### config.mk
export PLATFORM = sky130hd
export DESIGN_NAME = if_fetch
export DESIGN_NICKNAME = d
export VERILOG_FILES = /design/src/rtl/if_pkg.sv /design/src/rtl/if_fetch.sv
export SDC_FILE = /design/constraint.sdc
export NUM_CORES = 1
export LEC_CHECK = 0
export BUFFER_PORTS_ARGS = -buffer_cell sky130_fd_sc_hd__buf_2
export CAP_MARGIN = 0
export CORE_UTILIZATION = 45
export DETAILED_ROUTE_END_ITERATION = 12
export PLACE_DENSITY_LB_ADDON = 0.2
export SYNTH_ARGS = -nofsm -noshare
export SYNTH_HDL_FRONTEND = slang
export SYNTH_SLANG_ARGS = --single-unit
### constraint.sdc
create_clock -name clk -period 5.3 [get_ports clk]
set_clock_uncertainty 0.2 [all_clocks]
set_input_delay 1.06 -clock clk [delete_from_list [all_inputs] [get_ports clk]]
set_output_delay 1.06 -clock clk [all_outputs]
set_load 0.1 [all_outputs]
### src/rtl/if_pkg.sv
// Shared types and constants for the miniRV instruction-fetch stage.
// IF_FETCH_MISALIGN_CHK_EN adds the sticky FAULT state for misaligned redirects.
package if_pkg;

    localparam logic [31:0] RESET_PC_DEF = 32'h0000_0000;
    localparam logic [31:0] INS_BUBBLE   = 32'h0000_0000;
    localparam int          PC_STEP      = 4;

`ifdef IF_FETCH_MISALIGN_CHK_EN
    typedef enum logic [1:0] {REQ, WAIT, HOLD, FAULT} fetch_state_e;
`else
    typedef enum logic [1:0] {REQ, WAIT, HOLD} fetch_state_e;
`endif

endpackage

### src/rtl/if_fetch.sv
// Instruction fetch: owns the PC, issues one ROM read at a time, hands words to decode.
// Define IF_FETCH_MISALIGN_CHK_EN to add fetch_fault and trap misaligned redirect targets.
module if_fetch
    import if_pkg::*;
#(
    parameter int             XLEN     = 32,
    parameter logic [XLEN-1:0] RESET_PC = XLEN'(RESET_PC_DEF)
) (
    input  logic            clk,
    input  logic            rst,
    output logic            imem_req,
    output logic [XLEN-1:0] imem_addr,
    input  logic            imem_gnt,
    input  logic            imem_rvalid,
    input  logic [XLEN-1:0] imem_rdata,
    input  logic            redirect_valid,
    input  logic [XLEN-1:0] redirect_pc,
    output logic            ins_valid,
    output logic [XLEN-1:0] ins,
    output logic [XLEN-1:0] ins_pc,
    input  logic            ins_ready
`ifdef IF_FETCH_MISALIGN_CHK_EN
    ,
    output logic            fetch_fault
`endif
);

    localparam logic [XLEN-1:0] ALIGN_MASK = ~XLEN'(2'b11);
    localparam logic [XLEN-1:0] BUBBLE     = XLEN'(INS_BUBBLE);

    fetch_state_e    state;
    logic [XLEN-1:0] pc;
    logic            kill;
    logic [XLEN-1:0] redirect_tgt;

    assign redirect_tgt = redirect_pc & ALIGN_MASK;
    assign imem_req     = (state == REQ) && !rst;
    assign imem_addr    = pc & ALIGN_MASK;

`ifdef IF_FETCH_MISALIGN_CHK_EN
    logic redirect_bad;
    assign redirect_bad = redirect_valid && (redirect_pc[1:0] != 2'b00);
`endif

    always_ff @(posedge clk or posedge rst) begin
        if (rst) begin
            state     <= REQ;
            pc        <= RESET_PC;
            kill      <= 1'b0;
            ins_valid <= 1'b0;
            ins       <= BUBBLE;
            ins_pc    <= '0;
`ifdef IF_FETCH_MISALIGN_CHK_EN
            fetch_fault <= 1'b0;
`endif
        end else begin
            case (state)
                REQ: begin
                    if (redirect_valid) pc <= redirect_tgt;
                    // A grant alongside a redirect means the old-pc read is already out.
                    if (imem_gnt) begin
                        state <= WAIT;
                        kill  <= redirect_valid;
                    end
                end
                WAIT: begin
                    if (redirect_valid) pc <= redirect_tgt;
                    if (imem_rvalid) begin
                        if (redirect_valid || kill) begin
                            kill  <= 1'b0;
                            state <= REQ;
                        end else begin
                            ins       <= imem_rdata;
                            ins_pc    <= pc;
                            ins_valid <= 1'b1;
                            pc        <= pc + XLEN'(PC_STEP);
                            state     <= HOLD;
                        end
                    end else if (redirect_valid) begin
                        kill <= 1'b1;
                    end
                end
                HOLD: begin
                    if (redirect_valid) pc <= redirect_tgt;
                    if (redirect_valid || ins_ready) begin
                        ins_valid <= 1'b0;
                        ins       <= BUBBLE;
                        ins_pc    <= '0;
                        state     <= REQ;
                    end
                end
`ifdef IF_FETCH_MISALIGN_CHK_EN
                FAULT: ;
`endif
                default: state <= REQ;
            endcase
`ifdef IF_FETCH_MISALIGN_CHK_EN
            // Misaligned target overrides everything above; only reset leaves FAULT.
            if (redirect_bad && state != FAULT) begin
                state       <= FAULT;
                fetch_fault <= 1'b1;
                kill        <= 1'b0;
                ins_valid   <= 1'b0;
                ins         <= BUBBLE;
                ins_pc      <= '0;
            end
`endif
        end
    end

`ifndef SYNTHESIS
    stray_rvalid_a: assert property (@(posedge clk) disable iff (rst)
        imem_rvalid |-> !(state == REQ || state == HOLD));
`endif

endmodule

Yosys cells after proc, flatten, opt, wreduce, memory -nomap -nowiden
Cells that the tools add are included.

Flip-flop bits (word level): 100. Bits of input ports: 70. Output and inout port bits: 98. Logic and storage cells: 52.

Add/sub/neg operators: 1. Equality and inequality tests: 8. Muxes and demuxes: 25. Reduce and logical (&&, ||, !) cells: 12.

Operator list (number): $mux W32 (8); $pmux W32 S2 (3); $add A32 B3 Y32 const B (1); $mux W2 (4); $ne A2 B2 Y1 const B (4); $reduce_and A4 Y1 (2); $mux W1 (7); $ne A3 B3 Y1 const B (2); $pmux W2 S3 (1); $reduce_bool A2 Y1 (3); $pmux W1 S2 (2); $reduce_and A3 Y1 (1); $eq A2 B1 Y1 const B (1); $eq A2 B2 Y1 const B (1); $logic_not A2 Y1 (1); $logic_or A1 B1 Y1 (2); $reduce_or A2 Y1 (1); $logic_and A1 B1 Y1 (1); $logic_not A1 Y1 (1).

Depth between registers and ports, before layout
Gate-level depths: netlist (run 1).

Depth in word-level cells: 4. Depth in mapped cells: 9. Gate-level depth less buffers: 6.

Worst setup path after synthesis (run 1)
OpenSTA, ideal clock, no wires.

Kind: input port to output port. From: input rst. To: output imem_req. Data arrival time: 3.087 ns. Data required time: 4.040 ns. Setup slack: 0.953 ns. Cell stages on the path: 1. Path buffers: 0. Cell sequence: nor3_1.

Cells in the longest elaborated chain, start to end: 2.

RTL lines: from (decl) (line if_fetch.sv:10) `input logic rst,`; $logic_not A1 Y1 (no source line); $logic_and A1 B1 Y1 (line if_fetch.sv:37) `assign imem_req = (state == REQ) && !rst;`; to (decl) (line if_fetch.sv:11) `output logic imem_req,`.

Every way passes these cells.

Worst setup path in the final report (run 1)
From: input redirect_valid. To: register pc[11].

Cells in the longest elaborated chain, start to end: 4. Elaborated cells on any way between the ends: 5. Classes of those cells: mux (4); reduce/logical (1).

RTL lines: from (decl) (line if_fetch.sv:16) `input logic redirect_valid,`; $mux W32 or $logic_or A1 B1 Y1 (tied branches); $mux W32 (line if_fetch.sv:69) `if (redirect_valid || kill) begin`; $mux W32 (line if_fetch.sv:68) `if (imem_rvalid) begin`; $pmux W32 S2 (*) (line if_fetch.sv:57) `case (state)`; to (signal assigned) (line if_fetch.sv:59) `if (redirect_valid) pc <= redirect_tgt;`; to (signal assigned) (line if_fetch.sv:67) `if (redirect_valid) pc <= redirect_tgt;`; to (signal assigned) (line if_fetch.sv:76) `pc <= pc + XLEN'(PC_STEP);`; to (decl) (line if_fetch.sv:32) `logic [XLEN-1:0] pc;`.

Every way passes the cells marked *; elsewhere a longest branch is shown, timed or not. A chain may end at the register's enable or synchronous reset.

==> results.py, run 1 <==
metrics = {
    "setup_path": {
        "timing.critical_path.fanout_max": 41,
        "worst_r2r_path_depth": 5,
        "ff2ff_setup_slack_ns": 2.75,
        "crit_type": "input pin to flop",
        "timing.critical_path.to_type": "flop",
        "worst_setup_path_start_kind": "input pin",
        "crit_required_ns": 5.32,
        "cp_data_arrival_time_ns": 3.30,
    },
    "grt": {
        "grt.overflow.total": 0,
        "grt.total_usage": 0.250,
        "via_count_of_the_first_global_routing_pass": 4368,
        "antenna_found_initial": 0,
        "grt_pass1_wl_mm": 22.3,
        "pin_count_of_the_biggest_net_entering_global_routing": 61,
    },
    "place": {
        "dpl.cell_count": 812,
        "place.port_buffers": 163,
        "hpwl_mm": 9.56,
        "place_congestion": 0.850,
    },
    "cells_and_area": {
        "flow.area_growth_from_synthesis_pct": 16.1,
        "drive_gt1_frac": 0.289,
        "fin_nets": 754,
        "fill_cells": 1030,
        "insertedDiodeCount": 0,
        "finish.utilization": 0.534,
        "layoutNonFillerInstCount": 825,
    },
    "synthesis": {
        "synth-edff-count": 0,
        "post_synthesis_mean_instance_area_um2": 8.70,
        "seq_area_frac_synth": 0.502,
        "synth_async_sr_flop_share": 1.00,
        "synth.most_common_cell": "nand2_1",
        "synth_seq_cells": 100,
        "cell_area_synth_um2": 4990,
        "synthDominantAreaCellType": "dfrtp_1",
        "synth.lib_cells_used.distinct": 50,
        "synth-main-ff-cell": "dfrtp_1",
        "netlist_instances": 573,
        "synth_common_cells": "nand2_1 (144), dfrtp_1 (100), nand3_1 (70)",
        "yosys_warnings": 0,
        "area_share_of_the_largest_cell_type_after_synthesis": 0.502,
        "synth.top_cells.by_area": "dfrtp_1 (50%), nand2_1 (11%), nand3_1 (7.0%)",
    },
    "routing": {
        "routed-via-count": 4641,
        "drc": 0,
        "via_per_inst": 5.63,
        "wire_per_inst_um": 16.8,
        "drt_iter0_drc": 395,
        "routed_wl_mm": 13.9,
        "drt-pass1-iter-count": 7,
        "final_antenna_net_count": 0,
    },
    "die": {
        "initial_utilization": 0.460,
        "floorplan.die_area_um2": 11500,
        "placementRows": 38,
        "top_level_ports": 168,
        "chipHeight_um": 107,
        "die_w_um": 107,
        "core_area_um2": 10800,
    },
    "clock_network": {
        "worst_skew_pair.late_latency_ns": 0.37,
        "path_clk_slew_ns": 0.08,
        "cts_resized": 0,
        "post-cts-setup-buffers": 0,
        "max-clock-path-buffers": 2,
        "htree_levels": 3,
        "cts-hold-fix-buffers": 0,
        "clock_tree.root_cell": "clkbuf_8",
        "cts_tree": "done",
        "tritoncts_num_sinks": 100,
        "tritoncts_buffer_count": 9,
    },
    "sta": {
        "maxSlewHeadroom": 0.434,
        "report.final.slew_viol_count": 0,
        "timing.fmax_ghz": 0.305,
        "period_share": 0.619,
        "setup_total_negative_slack_ns": 0,
        "post-route-min-period_ns": 3.28,
        "report.final.hold_viol_count": 0,
        "slew_of_the_pin_with_the_lowest_slew_margin_ns": 0.846,
        "setup_viol": 0,
        "grt_setup_unrepaired": "no",
    },
    "worst_hold_path": {
        "whs_path_depth": 2,
        "hold_path.class": "flop to flop",
    },
    "flow_run": {
        "max_cap_viol_count": 0,
    },
    "run_status": {
        "run_status": "finished clean",
    },
}
## registers in the layout, summed over array words and instances (netlist names)
name,count
ins_valid,1
pc,32
ins,32
kill,1
ins_pc,32
state,2
## per-layer routing
layer	track usage	part of all wire
met1	0.360	0.47
met2	0.384	0.45
met3	0.0369	0.068
met4	0.0851	0.015
met5	0	0
## stage by stage
step	instance area (µm²)	hold WS, ns	setup slack, ns
floorplan	4990	0.230	0.953
global placement	5630	0.248	1.63
detailed placement	5630	0.263	1.67
CTS	5790	0.284	2.05
global route	5790	0.304	1.86
finish	5790	0.279	2.02
## path summary, 6_finish.rpt
check | from | endpoint
hold reg to reg | pc[0]$_DFFE_PP0P_ | ins_pc[0]$_DFFE_PP0P_
min in group asynchronous | rst | state[0]$_DFFE_PP0P_
hold / removal | pc[0]$_DFFE_PP0P_ | ins_pc[0]$_DFFE_PP0P_
setup reg to reg | state[0]$_DFFE_PP0P_ | pc[11]$_DFFE_PP0P_
setup / recovery | redirect_valid | pc[11]$_DFFE_PP0P_
max in group asynchronous | rst | ins_pc[17]$_DFFE_PP0P_
## critical path, stage by stage
cell and delay, ns:
buf_2 0.30, inv_1 0.48, nand2_1 0.41, nor2_4 0.63, buf_12 0.29, a311oi_1 0.12
## final cells by class
cell class | count | area [µm²] | share of cell area
flip-flops and latches | 100 | 2500 | 0.432
multi-input cells | 393 | 2040 | 0.352
clock inverters | 2 | 13.8 | 0.00238
inverters | 9 | 36.3 | 0.00627
clock buffers | 11 | 141 | 0.0244
repair buffers | 170 | 881 | 0.152
well taps | 140 | 175 | 0.0303
## logic make-up after synthesis
family	count (synthesis)	share of synthesized area
DFF	100	0.502
muxes	4	0.00803
adders and majority gates	1	0.00251
and+or+nand+nor	289	0.268
other	1	0.000752
AOI/OAI and AO/OA	97	0.127
buffers and inverters	81	0.0923
## layout by cell type, fill, tap and decap left out, types with 3 or more instances in the layout
master and instances:
a311oi_1 8, a32oi_1 4, and3_1 6, dfrtp_1 100, a21oi_1 25, buf_2 163, a31o_2 3, o22ai_1 5
nand4_1 7, nand2_1 143, nor4_1 6, o21ai_0 25, and2_1 4, buf_4 6, a31oi_1 3, a22o_1 3
clkbuf_8 10, nand4_2 3, nor3_1 8, mux2i_1 4, nor2_1 25, inv_1 8, nand3_1 70, o211ai_1 4
Power of run 1 is left out: the tool's default activity adds up to more than one toggle a clock period on the data nets, which glitch-free logic cannot reach.
==> run 2, diff against run 1 <==
==> constraint.sdc (replaced) <==
create_clock -name clk -period 3.1 [get_ports clk]
set_clock_uncertainty 0.2 [all_clocks]
set_input_delay 0.62 -clock clk [delete_from_list [all_inputs] [get_ports clk]]
set_output_delay 0.62 -clock clk [all_outputs]
set_load 0.1 [all_outputs]
==> results.py, run 2 (synthesis gave the netlist of run 1 again) <==
metrics = {
    "sta": {
        "timing.fmax_ghz": 0.428,
        "post-route-min-period_ns": 2.34,
        "setup_total_negative_slack_ns": 0,
        "hold_slack_ns": 0.0874,
        "period_share": 0.755,
        "grt_setup_unrepaired": "no",
        "finalWorstSetupSlack_ns": 0.761,
        "slew_of_the_pin_with_the_lowest_slew_margin_ns": 0.835,
        "setup_viol": 0,
        "report.final.hold_viol_count": 0,
        "report.final.slew_viol_count": 0,
        "maxSlewHeadroom": 0.440,
    },
    "worst_hold_path": {
        "hold_path.class": "input pin to asynchronous set/reset pin",
    },
    "die": {
        "floorplan.die_area_um2": 11500,
        "core_area_um2": 10800,
        "initial_utilization": 0.460,
        "top_level_ports": 168,
        "chipHeight_um": 107,
        "die_w_um": 107,
        "placementRows": 38,
    },
    "setup_path": {
        "cp_data_arrival_time_ns": 2.39,
        "timing.critical_path.fanout_max": 9,
        "timing.critical_path.to_type": "flop",
        "crit_type": "flop to flop",
        "worst_setup_path_start_kind": "flop",
        "crit_required_ns": 3.15,
    },
    "grt": {
        "grt_pass1_wl_mm": 21.9,
        "pin_count_of_the_biggest_net_entering_global_routing": 63,
        "grt.total_usage": 0.245,
        "via_count_of_the_first_global_routing_pass": 4214,
        "grt.overflow.total": 0,
        "antenna_found_initial": 1,
    },
    "clock_network": {
        "cts_tree": "done",
        "worst_skew_pair.late_latency_ns": 0.37,
        "htree_levels": 3,
        "path_clk_slew_ns": 0.10,
        "max-clock-path-buffers": 2,
        "post-cts-setup-buffers": 0,
        "cts-hold-fix-buffers": 0,
        "cts_resized": 0,
        "tritoncts_buffer_count": 9,
        "clock_tree.root_cell": "clkbuf_8",
        "tritoncts_num_sinks": 100,
    },
    "routing": {
        "drc": 0,
        "drt-pass1-iter-count": 5,
        "final_antenna_net_count": 0,
        "drt_iter0_drc": 384,
        "wire_per_inst_um": 16.6,
        "via_per_inst": 5.52,
        "routed-via-count": 4638,
        "routed_wl_mm": 14.0,
    },
    "cells_and_area": {
        "layout.cells.most_common": "buf_2",
        "drive_gt1_frac": 0.306,
        "flow.area_growth_from_synthesis_pct": 19.9,
        "register_area_um2": 2500,
        "leading_cell_types_in_the_layout_fill_and_taps_excluded": "buf_2 (163), nand2_1 (143), dfrtp_1 (100), nand3_1 (70)",
        "multiInputGateArea_um2": 2040,
        "fill_cells": 1056,
        "insertedDiodeCount": 0,
        "largestRegisters": "ins (32), ins_pc (32), pc (32)",
        "layoutNonFillerInstCount": 840,
        "fin_nets": 766,
    },
    "place": {
        "place_congestion": 0.863,
        "dpl.cell_count": 824,
        "pre_cts_slack_ns": 0.646,
        "hpwl_mm": 9.84,
        "place.port_buffers": 163,
    },
    "flow_run": {
        "max_cap_viol_count": 0,
    },
    "run_status": {
        "run_status": "finished clean",
    },
}
-- run 2: critical path: stages (launching register included) --
cell,delay (ns)
dfrtp_1,0.58
nand4_2,0.18
nor3_1,0.62
and3_1,0.32
a41oi_1,0.13
o32a_1,0.19
-- run 2: cell type report --
class	instances	share of cell area
tap	140	0.0293
multi-input combinational	393	0.342
inverter	9	0.00628
sequential	100	0.418
clock inverter	5	0.0140
clock buffer	11	0.0236
timing repair buffer	182	0.167
-- run 2: worst paths after layout --
path                                   start                     end  slack [ns]  depth (start not counted)
max                        pc[9]$_DFFE_PP0P_      pc[21]$_DFFE_PP0P_        0.76                          5
min                                      rst    state[0]$_DFFE_PP0P_        0.09                          2
max reg2reg                pc[9]$_DFFE_PP0P_      pc[21]$_DFFE_PP0P_        0.76                          5
min reg2reg                pc[1]$_DFFE_PP0P_   ins_pc[1]$_DFFE_PP0P_        0.28                          2
max in group asynchronous                rst  ins_pc[10]$_DFFE_PP0P_        1.93                          3
min in group clk               imem_rdata[9]      ins[9]$_DFFE_PP0P_        0.24                          3
-- run 2: metrics by stage --
stage / util / instance area [µm²]
floorplan: - / 5000
global placement: 0.531 / 5750
detailed placement: 0.531 / 5750
CTS: 0.552 / 5980
global route: 0.552 / 5980
finish: 0.552 / 5980
-- run 2: per-layer routing --
layer	track usage	vias to the layer above	routed length, µm
li1	-	2201	-
met1	0.348	2225	6310
met2	0.389	195	6560
met3	0.0424	15	959
met4	0.0656	2	129
met5	0	-	13
Power of run 2 is left out for the same reason.
